==> src/rtl/register_file_ctrl_4_if.sv <==
`default_nettype none
// ============================================================================
// Module   : register_file_ctrl_4_if
// Brief    : Instruction handshake, register-file port and status bundle for
//            the register_file_ctrl_4 sequencer.
// Revision : 1.0
// ============================================================================
interface register_file_ctrl_4_if #(
    parameter int W     = 4,
    parameter int CNT_W = 8
);
    logic             i_instr_valid;
    logic             o_instr_ready;
    logic [1:0]       i_opcode;
    logic [1:0]       i_rd;
    logic [1:0]       i_rs0;
    logic [1:0]       i_rs1;
    logic [W-1:0]     i_imm;
    logic [1:0]       o_reg_read_0;
    logic [1:0]       o_reg_read_1;
    logic [1:0]       o_reg_write;
    logic [W-1:0]     o_port_write;
    logic             o_write_enable;
    logic [W-1:0]     i_port_read_0;
    logic [W-1:0]     i_port_read_1;
    logic             o_done;
    logic [W-1:0]     o_result;
    logic             o_carry;
    logic             o_zero;
    logic [CNT_W-1:0] o_instr_count;

    // Controller side
    modport slave (
        input  i_instr_valid, i_opcode, i_rd, i_rs0, i_rs1, i_imm,
        input  i_port_read_0, i_port_read_1,
        output o_instr_ready, o_reg_read_0, o_reg_read_1, o_reg_write,
        output o_port_write, o_write_enable, o_done, o_result, o_carry,
        output o_zero, o_instr_count
    );

    // Upstream decoder plus register file side
    modport master (
        output i_instr_valid, i_opcode, i_rd, i_rs0, i_rs1, i_imm,
        output i_port_read_0, i_port_read_1,
        input  o_instr_ready, o_reg_read_0, o_reg_read_1, o_reg_write,
        input  o_port_write, o_write_enable, o_done, o_result, o_carry,
        input  o_zero, o_instr_count
    );
endinterface
`default_nettype wire

==> src/rtl/register_file_ctrl_4.sv <==
`default_nettype none
// ============================================================================
// Module   : register_file_ctrl_4
// Brief    : Three-cycle IDLE/EXEC/DONE sequencer that reads two registers,
//            runs a small ALU and writes the result back to a 4x4 regfile.
// Revision : 1.0
// ============================================================================
module register_file_ctrl_4 #(
    parameter int W     = 4,
    parameter int CNT_W = 8
) (
    input  wire logic              i_clk,
    input  wire logic              i_rst,
    register_file_ctrl_4_if.slave  bus
);
    localparam logic [1:0] c_S_IDLE = 2'd0;
    localparam logic [1:0] c_S_EXEC = 2'd1;
    localparam logic [1:0] c_S_DONE = 2'd2;

    localparam logic [1:0] c_OP_LDI = 2'd0;
    localparam logic [1:0] c_OP_ADD = 2'd1;
    localparam logic [1:0] c_OP_SUB = 2'd2;
    localparam logic [1:0] c_OP_AND = 2'd3;

    logic [1:0]       r_state;
    logic [1:0]       r_opcode;
    logic [1:0]       r_rd;
    logic [1:0]       r_rs0;
    logic [1:0]       r_rs1;
    logic [W-1:0]     r_imm;
    logic [W-1:0]     r_result;
    logic             r_carry;
    logic             r_zero;
    logic [CNT_W-1:0] r_count;

    logic [W:0]       w_sum;
    logic [W-1:0]     w_diff;
    logic [W-1:0]     w_alu_res;
    logic             w_alu_carry;
    logic             w_exec;

    assign w_exec = (r_state == c_S_EXEC);
    assign w_sum  = {1'b0, bus.i_port_read_0} + {1'b0, bus.i_port_read_1};
    assign w_diff = bus.i_port_read_0 - bus.i_port_read_1;

    // LDI and AND leave the carry flag as it was
    always_comb begin
        w_alu_res   = r_imm;
        w_alu_carry = r_carry;
        case (r_opcode)
            c_OP_LDI: w_alu_res = r_imm;
            c_OP_ADD: begin
                w_alu_res   = w_sum[W-1:0];
                w_alu_carry = w_sum[W];
            end
            c_OP_SUB: begin
                w_alu_res   = w_diff;
                w_alu_carry = (bus.i_port_read_0 >= bus.i_port_read_1);
            end
            c_OP_AND: w_alu_res = bus.i_port_read_0 & bus.i_port_read_1;
            default:  w_alu_res = r_imm;
        endcase
    end

    always_ff @(posedge i_clk) begin
        if (i_rst) begin
            r_state  <= c_S_IDLE;
            r_opcode <= '0;
            r_rd     <= '0;
            r_rs0    <= '0;
            r_rs1    <= '0;
            r_imm    <= '0;
            r_result <= '0;
            r_carry  <= 1'b0;
            r_zero   <= 1'b0;
            r_count  <= '0;
        end else begin
            case (r_state)
                c_S_IDLE: begin
                    if (bus.i_instr_valid) begin
                        r_opcode <= bus.i_opcode;
                        r_rd     <= bus.i_rd;
                        r_rs0    <= bus.i_rs0;
                        r_rs1    <= bus.i_rs1;
                        r_imm    <= bus.i_imm;
                        r_state  <= c_S_EXEC;
                    end
                end
                c_S_EXEC: begin
                    r_result <= w_alu_res;
                    r_carry  <= w_alu_carry;
                    r_zero   <= (w_alu_res == '0);
                    r_count  <= r_count + 1'b1;
                    r_state  <= c_S_DONE;
                end
                c_S_DONE: r_state <= c_S_IDLE;
                default:  r_state <= c_S_IDLE;
            endcase
        end
    end

    assign bus.o_instr_ready  = (r_state == c_S_IDLE);
    assign bus.o_reg_read_0   = r_rs0;
    assign bus.o_reg_read_1   = r_rs1;
    assign bus.o_reg_write    = r_rd;
    // A reset landing in EXEC must not corrupt the register file
    assign bus.o_write_enable = w_exec && !i_rst;
    assign bus.o_port_write   = w_exec ? w_alu_res : '0;
    assign bus.o_done         = (r_state == c_S_DONE) && !i_rst;
    assign bus.o_result       = r_result;
    assign bus.o_carry        = r_carry;
    assign bus.o_zero         = r_zero;
    assign bus.o_instr_count  = r_count;
endmodule
`default_nettype wire
==> src/flat_wrapper.sv <==
// flat-port wrapper written by rule: the top's interface ports become plain ports
module register_file_ctrl_4_flat 
#(
    parameter int W     = 4,
    parameter int CNT_W = 8
)
  (i_clk, i_rst, bus_i_instr_valid, bus_i_opcode, bus_i_rd, bus_i_rs0, bus_i_rs1, bus_i_imm, bus_i_port_read_0, bus_i_port_read_1, bus_o_instr_ready, bus_o_reg_read_0, bus_o_reg_read_1, bus_o_reg_write, bus_o_port_write, bus_o_write_enable, bus_o_done, bus_o_result, bus_o_carry, bus_o_zero, bus_o_instr_count);
  register_file_ctrl_4_if #(.W(W), .CNT_W(CNT_W)) bus_i ();
  input  wire logic i_clk;
  input  wire logic i_rst;
  input wire logic [$bits(bus_i.i_instr_valid)-1:0] bus_i_instr_valid;
  input wire logic [$bits(bus_i.i_opcode)-1:0] bus_i_opcode;
  input wire logic [$bits(bus_i.i_rd)-1:0] bus_i_rd;
  input wire logic [$bits(bus_i.i_rs0)-1:0] bus_i_rs0;
  input wire logic [$bits(bus_i.i_rs1)-1:0] bus_i_rs1;
  input wire logic [$bits(bus_i.i_imm)-1:0] bus_i_imm;
  input wire logic [$bits(bus_i.i_port_read_0)-1:0] bus_i_port_read_0;
  input wire logic [$bits(bus_i.i_port_read_1)-1:0] bus_i_port_read_1;
  output wire logic [$bits(bus_i.o_instr_ready)-1:0] bus_o_instr_ready;
  output wire logic [$bits(bus_i.o_reg_read_0)-1:0] bus_o_reg_read_0;
  output wire logic [$bits(bus_i.o_reg_read_1)-1:0] bus_o_reg_read_1;
  output wire logic [$bits(bus_i.o_reg_write)-1:0] bus_o_reg_write;
  output wire logic [$bits(bus_i.o_port_write)-1:0] bus_o_port_write;
  output wire logic [$bits(bus_i.o_write_enable)-1:0] bus_o_write_enable;
  output wire logic [$bits(bus_i.o_done)-1:0] bus_o_done;
  output wire logic [$bits(bus_i.o_result)-1:0] bus_o_result;
  output wire logic [$bits(bus_i.o_carry)-1:0] bus_o_carry;
  output wire logic [$bits(bus_i.o_zero)-1:0] bus_o_zero;
  output wire logic [$bits(bus_i.o_instr_count)-1:0] bus_o_instr_count;
  assign bus_i.i_instr_valid = bus_i_instr_valid;
  assign bus_i.i_opcode = bus_i_opcode;
  assign bus_i.i_rd = bus_i_rd;
  assign bus_i.i_rs0 = bus_i_rs0;
  assign bus_i.i_rs1 = bus_i_rs1;
  assign bus_i.i_imm = bus_i_imm;
  assign bus_i.i_port_read_0 = bus_i_port_read_0;
  assign bus_i.i_port_read_1 = bus_i_port_read_1;
  assign bus_o_instr_ready = bus_i.o_instr_ready;
  assign bus_o_reg_read_0 = bus_i.o_reg_read_0;
  assign bus_o_reg_read_1 = bus_i.o_reg_read_1;
  assign bus_o_reg_write = bus_i.o_reg_write;
  assign bus_o_port_write = bus_i.o_port_write;
  assign bus_o_write_enable = bus_i.o_write_enable;
  assign bus_o_done = bus_i.o_done;
  assign bus_o_result = bus_i.o_result;
  assign bus_o_carry = bus_i.o_carry;
  assign bus_o_zero = bus_i.o_zero;
  assign bus_o_instr_count = bus_i.o_instr_count;
  register_file_ctrl_4 #(.W(W), .CNT_W(CNT_W)) u_core (.i_clk(i_clk), .i_rst(i_rst), .bus(bus_i));
endmodule
==> config.mk <==
export PLATFORM = sky130hd
export DESIGN_NAME = register_file_ctrl_4_flat
export DESIGN_NICKNAME = d
export VERILOG_FILES = /design/src/rtl/register_file_ctrl_4_if.sv /design/src/rtl/register_file_ctrl_4.sv /design/src/flat_wrapper.sv
export SDC_FILE = /design/constraint.sdc
export NUM_CORES = 1
export LEC_CHECK = 0
export ABC_AREA = 1
export CAP_MARGIN = 30
export CORE_MARGIN = 5
export CORE_UTILIZATION = 65
export CTS_CLUSTER_SIZE = 28
export DETAILED_ROUTE_END_ITERATION = 7
export DONT_BUFFER_PORTS = 1
export PLACE_DENSITY = 0.92
export SLEW_MARGIN = 20
export SYNTH_ARGS = -nofsm -noshare
export SYNTH_HDL_FRONTEND = slang
export SYNTH_SLANG_ARGS = --single-unit
export TNS_END_PERCENT = 10
==> constraint.sdc <==
create_clock -name i_clk -period 2.55 [get_ports i_clk]
set_input_delay 0.255 -clock i_clk [delete_from_list [all_inputs] [get_ports i_clk]]
set_output_delay 0.255 -clock i_clk [all_outputs]
set_load 0.02 [all_outputs]
==> impl_metrics.yaml, run 1 <==
outcome:
  status: "completed"
synthesis:
  avgSynthCellArea_sq_um: 7.22
  synthCells: 208
  synth.most_common_cell: "nor2_1"
  yosysWarnings: 0
  yosysTopAreaCell: "dfxtp_1"
  ys_ff_latch: 28
  synthesis.nets: 246
  synth_top_cell_area_share_pct: 37.3
  synth_common_cells: "nor2_1, nand2_1, dfxtp_1, inv_1, o21ai_0"
  synth_area_leaders: "dfxtp_1, ha_1, nor2_1"
  synthArstFlopShare_pct: 0
  yosys.area_share.simple_pct: 24.8
  synth_compound_area_share_pct: 15.2
  synth_cell_types: 26
  synth_top_family_by_area: "simple AND/OR/NAND/NOR gates"
  synth_edf_count: 0
  ys_seq_area_share_pct: 37.3
  yosys-mux-area-fraction_pct: 0
  ys.flop_type: "dfxtp_1"
  synth_area_sq_um: 1500
  synth_fa_ha_area_share_pct: 13.5
  synth_xor_area_share_pct: 0.583
critical_path:
  rrSetupSlack_ps: 830
  path_class: "flip-flop to output pin"
  cp.required_ps: 2300
  cp-end-kind: "output pin"
  cp.arrival_ps: 1810
  cp_max_fo: 4
  worstSetupStartpointType: "flip-flop"
floorplan:
  die_y_microns: 58.1
  die_area_sq_um: 3370
  die_x_microns: 58.1
  start_util_pct: 67.9
  std_cell_rows: 17
  ios: 50
  coreArea_sq_um: 2210
drt:
  routedWlPerCell_microns: 14.3
  ant_nets: 0
  drt_wl_total_microns: 3380
  drc: 0
  route.vias.total: 1342
  first_pass_iters: 4
  drt_iter0_drc: 57
  via_per_inst: 5.69
placed_design:
  place_inst: 231
  dp_hpwl_microns: 2600
  gp_congestion: 0.843
  postPlaceCellArea_sq_um: 1510
  io_buffer_count: 0
power_and_ir_drop:
  power.total_mw: 0.965
  power_density_nw_per_um2: 614
  vdd_drop_max_uv: 504
  p_leak_nw: 0.699
clock_tree:
  cts_num_sinks: 28
  cts_made_buffers: 3
  clock_path_buffers: 2
  clock_latency_ps: 340
  htreeDepth: 1
  cts_setup_buffers: 0
  clk_pin_slew_ps: 140
  cts_root_buffer: "clkbuf_4"
  tritoncts: "yes"
timing:
  max_slew_margin_pct: 57.2
  fin_setup_tns_ps: 0
  grt_setup_unrepaired: "no"
  clock.fmax_mhz: 485
  fin_crit_sh_pct: 80.8
  setup_viol: 0
  finalMaxSlewViolations: 0
  tightest_slew_ps: 638
  fin_skew_ps: 13.2
  timing_hold_violations_final: 0
  period_needed_ps: 2060
layout:
  layout.nets: 247
  fin_area_sq_um: 1570
  n_antenna_cell: 0
  drive_gt1_share_pct: 5.77
  area_delta_synth_final_pct: 4.58
  stdcell_count: 236
  num-fill-cells: 205
global_routing:
  grt_pass1_wl_microns: 5640
  grt_max_degree: 20
  grt_pass1_vias: 1303
  antenna_found_initial: 0
  grt_usage_pct: 21.6
  grt_overflow: 0
run:
  maxCapViolCount: 0
min_path:
  hp-class: "input pin to flip-flop"
-- cell type report --
type	count	area, sq um	share of cell area, %
Clock buffer	3	22.5	1.43
Clock inverter	1	30.0	1.91
Inverter	27	101	6.45
Multi-Input combinational cell	148	812	51.7
Sequential cell	28	561	35.7
Tap cell	28	35.0	2.23
Timing Repair Buffer	1	10.0	0.637
-- power breakdown --
part           switching [mW]  internal (mW)  total [mW]
Combinational           0.110         0.0575       0.167
Clock                   0.137          0.159       0.297
Sequential             0.0377          0.463       0.501
Total                   0.285          0.680       0.965
-- sequential cells by signal, indices dropped and copies added, names as in the netlist --
register                  flops
u_core.r_imm                  4
u_core.r_state                2
u_core.r_opcode               2
u_core.bus.o_result           4
u_core.bus.o_instr_count      8
u_core.bus.o_zero             1
u_core.bus.o_reg_write        2
u_core.bus.o_reg_read_0       2
u_core.bus.o_reg_read_1       2
u_core.bus.o_carry            1
-- metrics by stage --
step	worst slack, ps	util, %	hold slack [ps]
4_1_cts	487	71.0	71.1
3_3_place_gp	772	68.2	326
3_5_place_dp	749	68.2	328
2_1_floorplan	857	-	334
5_1_grt	334	71.0	79.4
6_report	489	71.0	84.7
-- logic make-up (layout without fill, tap and decap cells) --
logic type | after synthesis | after routing
AOI/OAI and AO/OA | 43 | 43
xor gates and xnor gates | 1 | 1
adders and majority gates | 15 | 15
buffers and inverters | 32 | 32
DFF | 28 | 28
and+or+nand+nor | 89 | 89
-- worst paths after layout --
path / from / end / cells after the start
worst max-delay path: u_core.r_opcode[0]$_SDFFE_PP0P_ / bus_o_port_write[1] / 6
worst min-delay path: bus_i_rs1[0] / u_core.bus.o_reg_read_1[0]$_SDFFE_PP0P_ / 2
worst max register to register: u_core.r_state[0]$_SDFFE_PP0P_ / u_core.bus.o_reg_write[1]$_SDFFE_PP0P_ / 5
worst min register to register: u_core.r_imm[2]$_SDFFE_PP0P_ / u_core.r_imm[2]$_SDFFE_PP0P_ / 2
-- repair_timing --
action | in CTS | in global routing
hold endpoints to repair | 9 | 0
hold buffers | 1 | 0
gates resized for setup | 0 | 0
-- cell usage in the layout, fill, tap and decap left out, types with 2 or more instances in the layout --
cell type	instances
nor3_1	4
inv_1	23
o21ai_0	18
nand2_1	33
clkbuf_4	3
ha_1	13
dfxtp_1	28
nand3_1	13
o21ai_1	2
nor2_1	35
a21oi_1	17
a31oi_1	2
inv_2	3
fa_1	2
-- metal layers --
layer	track usage, %	up-vias	part of all wire, %
met1	25.9	594	41
met2	35.6	67	47
met5	0	-	0
met4	10.3	0	2.5
li1	-	670	-
met3	6.01	11	9.2
-- worst max-delay path, stage by stage (launching register included) --
cell and delay (ps):
dfxtp_1 360, inv_1 120, ha_1 250, inv_1 100
o21ai_0 180, o22ai_1 130, nor2_1 340
(Power assumes the default switching activity.)
==> run 2: changes to the inputs <==
CORE_UTILIZATION = 61   (was 65)
PLACE_DENSITY = 0.88   (was 0.92)
clock period = 1.9 ns   (was 2.55 ns; I/O delays follow)
==> run 2 against run 1 <==
Net effect:
- sequential share of layout area fell by 1.2 points
- die area rose by 5.4%
- critical endpoint is now bus_o_port_write[3]
- critical path type unchanged
- largest cell class unchanged
- global-route usage fell by 0.87 points
- clock power rose by 30%
- register-to-register slack got worse by 500 ps
- utilization fell by 3.2 points
- critical path depth did not move
- highest routed layer unchanged
- first-iteration DRC count fell by 28%
- via count fell by 1.9%
==> impl_metrics.yaml, run 2 (synthesis results as in run 1) <==
outcome:
  status: "completed"
placed_design:
  place_inst: 238
  place_ws_ps: 267
  postPlaceCellArea_sq_um: 1550
  gp_congestion: 0.836
  io_buffer_count: 0
  dp_hpwl_microns: 2530
global_routing:
  grt_max_degree: 20
  use_met2_pct: 33.4
  grt_overflow: 0
  grt_usage_pct: 20.7
  grt_pass1_vias: 1259
  grtUsageMet1_pct: 25.8
  busiest_layer: "met2"
  grt_pass1_wl_microns: 5610
  antenna_found_initial: 0
  met3_usage_pct: 6.97
timing:
  tightest_slew_ps: 680
  finalMaxSlewViolations: 0
  grt_setup_unrepaired: "no"
  period_needed_ps: 1780
  setup_viol: 0
  layout_setup_ws_ps: 120
  holdWs_ps: 20.5
  timing_hold_violations_final: 0
  fin_crit_sh_pct: 93.7
  fin_skew_ps: 8.54
  clock.fmax_mhz: 562
  fin_setup_tns_ps: 0
  max_slew_margin_pct: 54.3
critical_path:
  cp.arrival_ps: 1590
  worstSetupStartpointType: "flip-flop"
  cp_max_fo: 5
  crit_cells: 6
  cp.required_ps: 1710
  path_buf_inv: 3
  path_class: "flip-flop to output pin"
  reg2regPathDepth: 9
  cp_top_family: "simple AND/OR/NAND/NOR gates"
  cp_cell_sequence: "inv_1 -> ha_2 -> inv_2 -> or2_2 -> nand3_1 -> inv_1"
  crit_top_cell: "inv_1"
  cp-end-kind: "output pin"
  cpPeakStageDelay_ps: 360
  cpMaxStageDelayCell: "dfxtp_2"
min_path:
  hp-class: "input pin to flip-flop"
  hold_path_depth: 2
layout:
  stdcell_count: 243
  largest_register_ffs: 8
  layout.nets: 252
  layout_commonest_cell: "nor2_1"
  area_delta_synth_final_pct: 8.74
  n_antenna_cell: 0
  mostFrequentLayoutCells: "nor2_1, nand2_1, dfxtp_1"
  post-route-util_pct: 67.8
  num-fill-cells: 205
  drive_gt1_share_pct: 12.2
  fin_area_sq_um: 1630
drt:
  routedWlPerCell_microns: 13.4
  route.vias.total: 1317
  first_pass_iters: 4
  drt_wl_total_microns: 3260
  drt_iter0_drc: 41
  drc: 0
  via_per_inst: 5.42
  ant_nets: 0
run:
  maxCapViolCount: 0
clock_tree:
  htreeDepth: 1
  cts_root_buffer: "clkbuf_4"
  clock_path_buffers: 2
  cts_num_sinks: 28
  cts_setup_buffers: 0
  cts_made_buffers: 3
  tritoncts: "yes"
  clk_pin_slew_ps: 140
  clock_latency_ps: 330
floorplan:
  std_cell_rows: 18
  coreArea_sq_um: 2410
  start_util_pct: 62.4
  die_y_microns: 59.6
  die_x_microns: 59.6
  ios: 50
  die_area_sq_um: 3560
power_and_ir_drop:
  p_leak_nw: 0.724
  power.total_mw: 1.30
  vdd_drop_max_uv: 665
  power_density_nw_per_um2: 793
[run 2: cell types whose count changed in the layout (fill, tap and decap cells not counted), sizes merged]
cell  change
buf       +5
[run 2: per-layer routing]
layer	routed length, microns	share of wire [%]
met5	0	0
met3	272	8.4
met1	1400	43
met2	1520	47
met4	62	1.9
[run 2: timing repair]
action | 4_1_cts | 5_1_grt
resized for setup | 0 | 10
endpoints found under the setup margin | 0 | 4
endpoints found under the hold margin | 9 | 0
hold buffers | 1 | 0
[run 2: area by class of cell]
type | count | area (sq um) | area share [%]
Multi-Input combinational cell | 148 | 832 | 50.9
Sequential cell | 28 | 563 | 34.5
Inverter | 27 | 101 | 6.20
Timing Repair Buffer | 6 | 47.5 | 2.91
Tap cell | 30 | 37.5 | 2.30
Clock inverter | 1 | 30.0 | 1.84
Clock buffer | 3 | 22.5 | 1.38
[run 2: power breakdown]
part / internal (mW) / switching (mW) / total, mW
Combinational: 0.0897 / 0.149 / 0.239
Clock: 0.214 / 0.171 / 0.385
Sequential: 0.622 / 0.0500 / 0.672
Total: 0.926 / 0.371 / 1.30
[run 2: final timing paths]
kind | start | to | slack (ps)
setup / recovery | u_core.r_opcode[0]$_SDFFE_PP0P_ | bus_o_port_write[3] | 120
hold / removal | bus_i_rd[0] | u_core.bus.o_reg_write[0]$_SDFFE_PP0P_ | 20
setup reg to reg | u_core.r_state[0]$_SDFFE_PP0P_ | u_core.bus.o_instr_count[7]$_SDFFE_PP0P_ | 330
hold reg to reg | u_core.r_imm[0]$_SDFFE_PP0P_ | u_core.r_imm[0]$_SDFFE_PP0P_ | 520
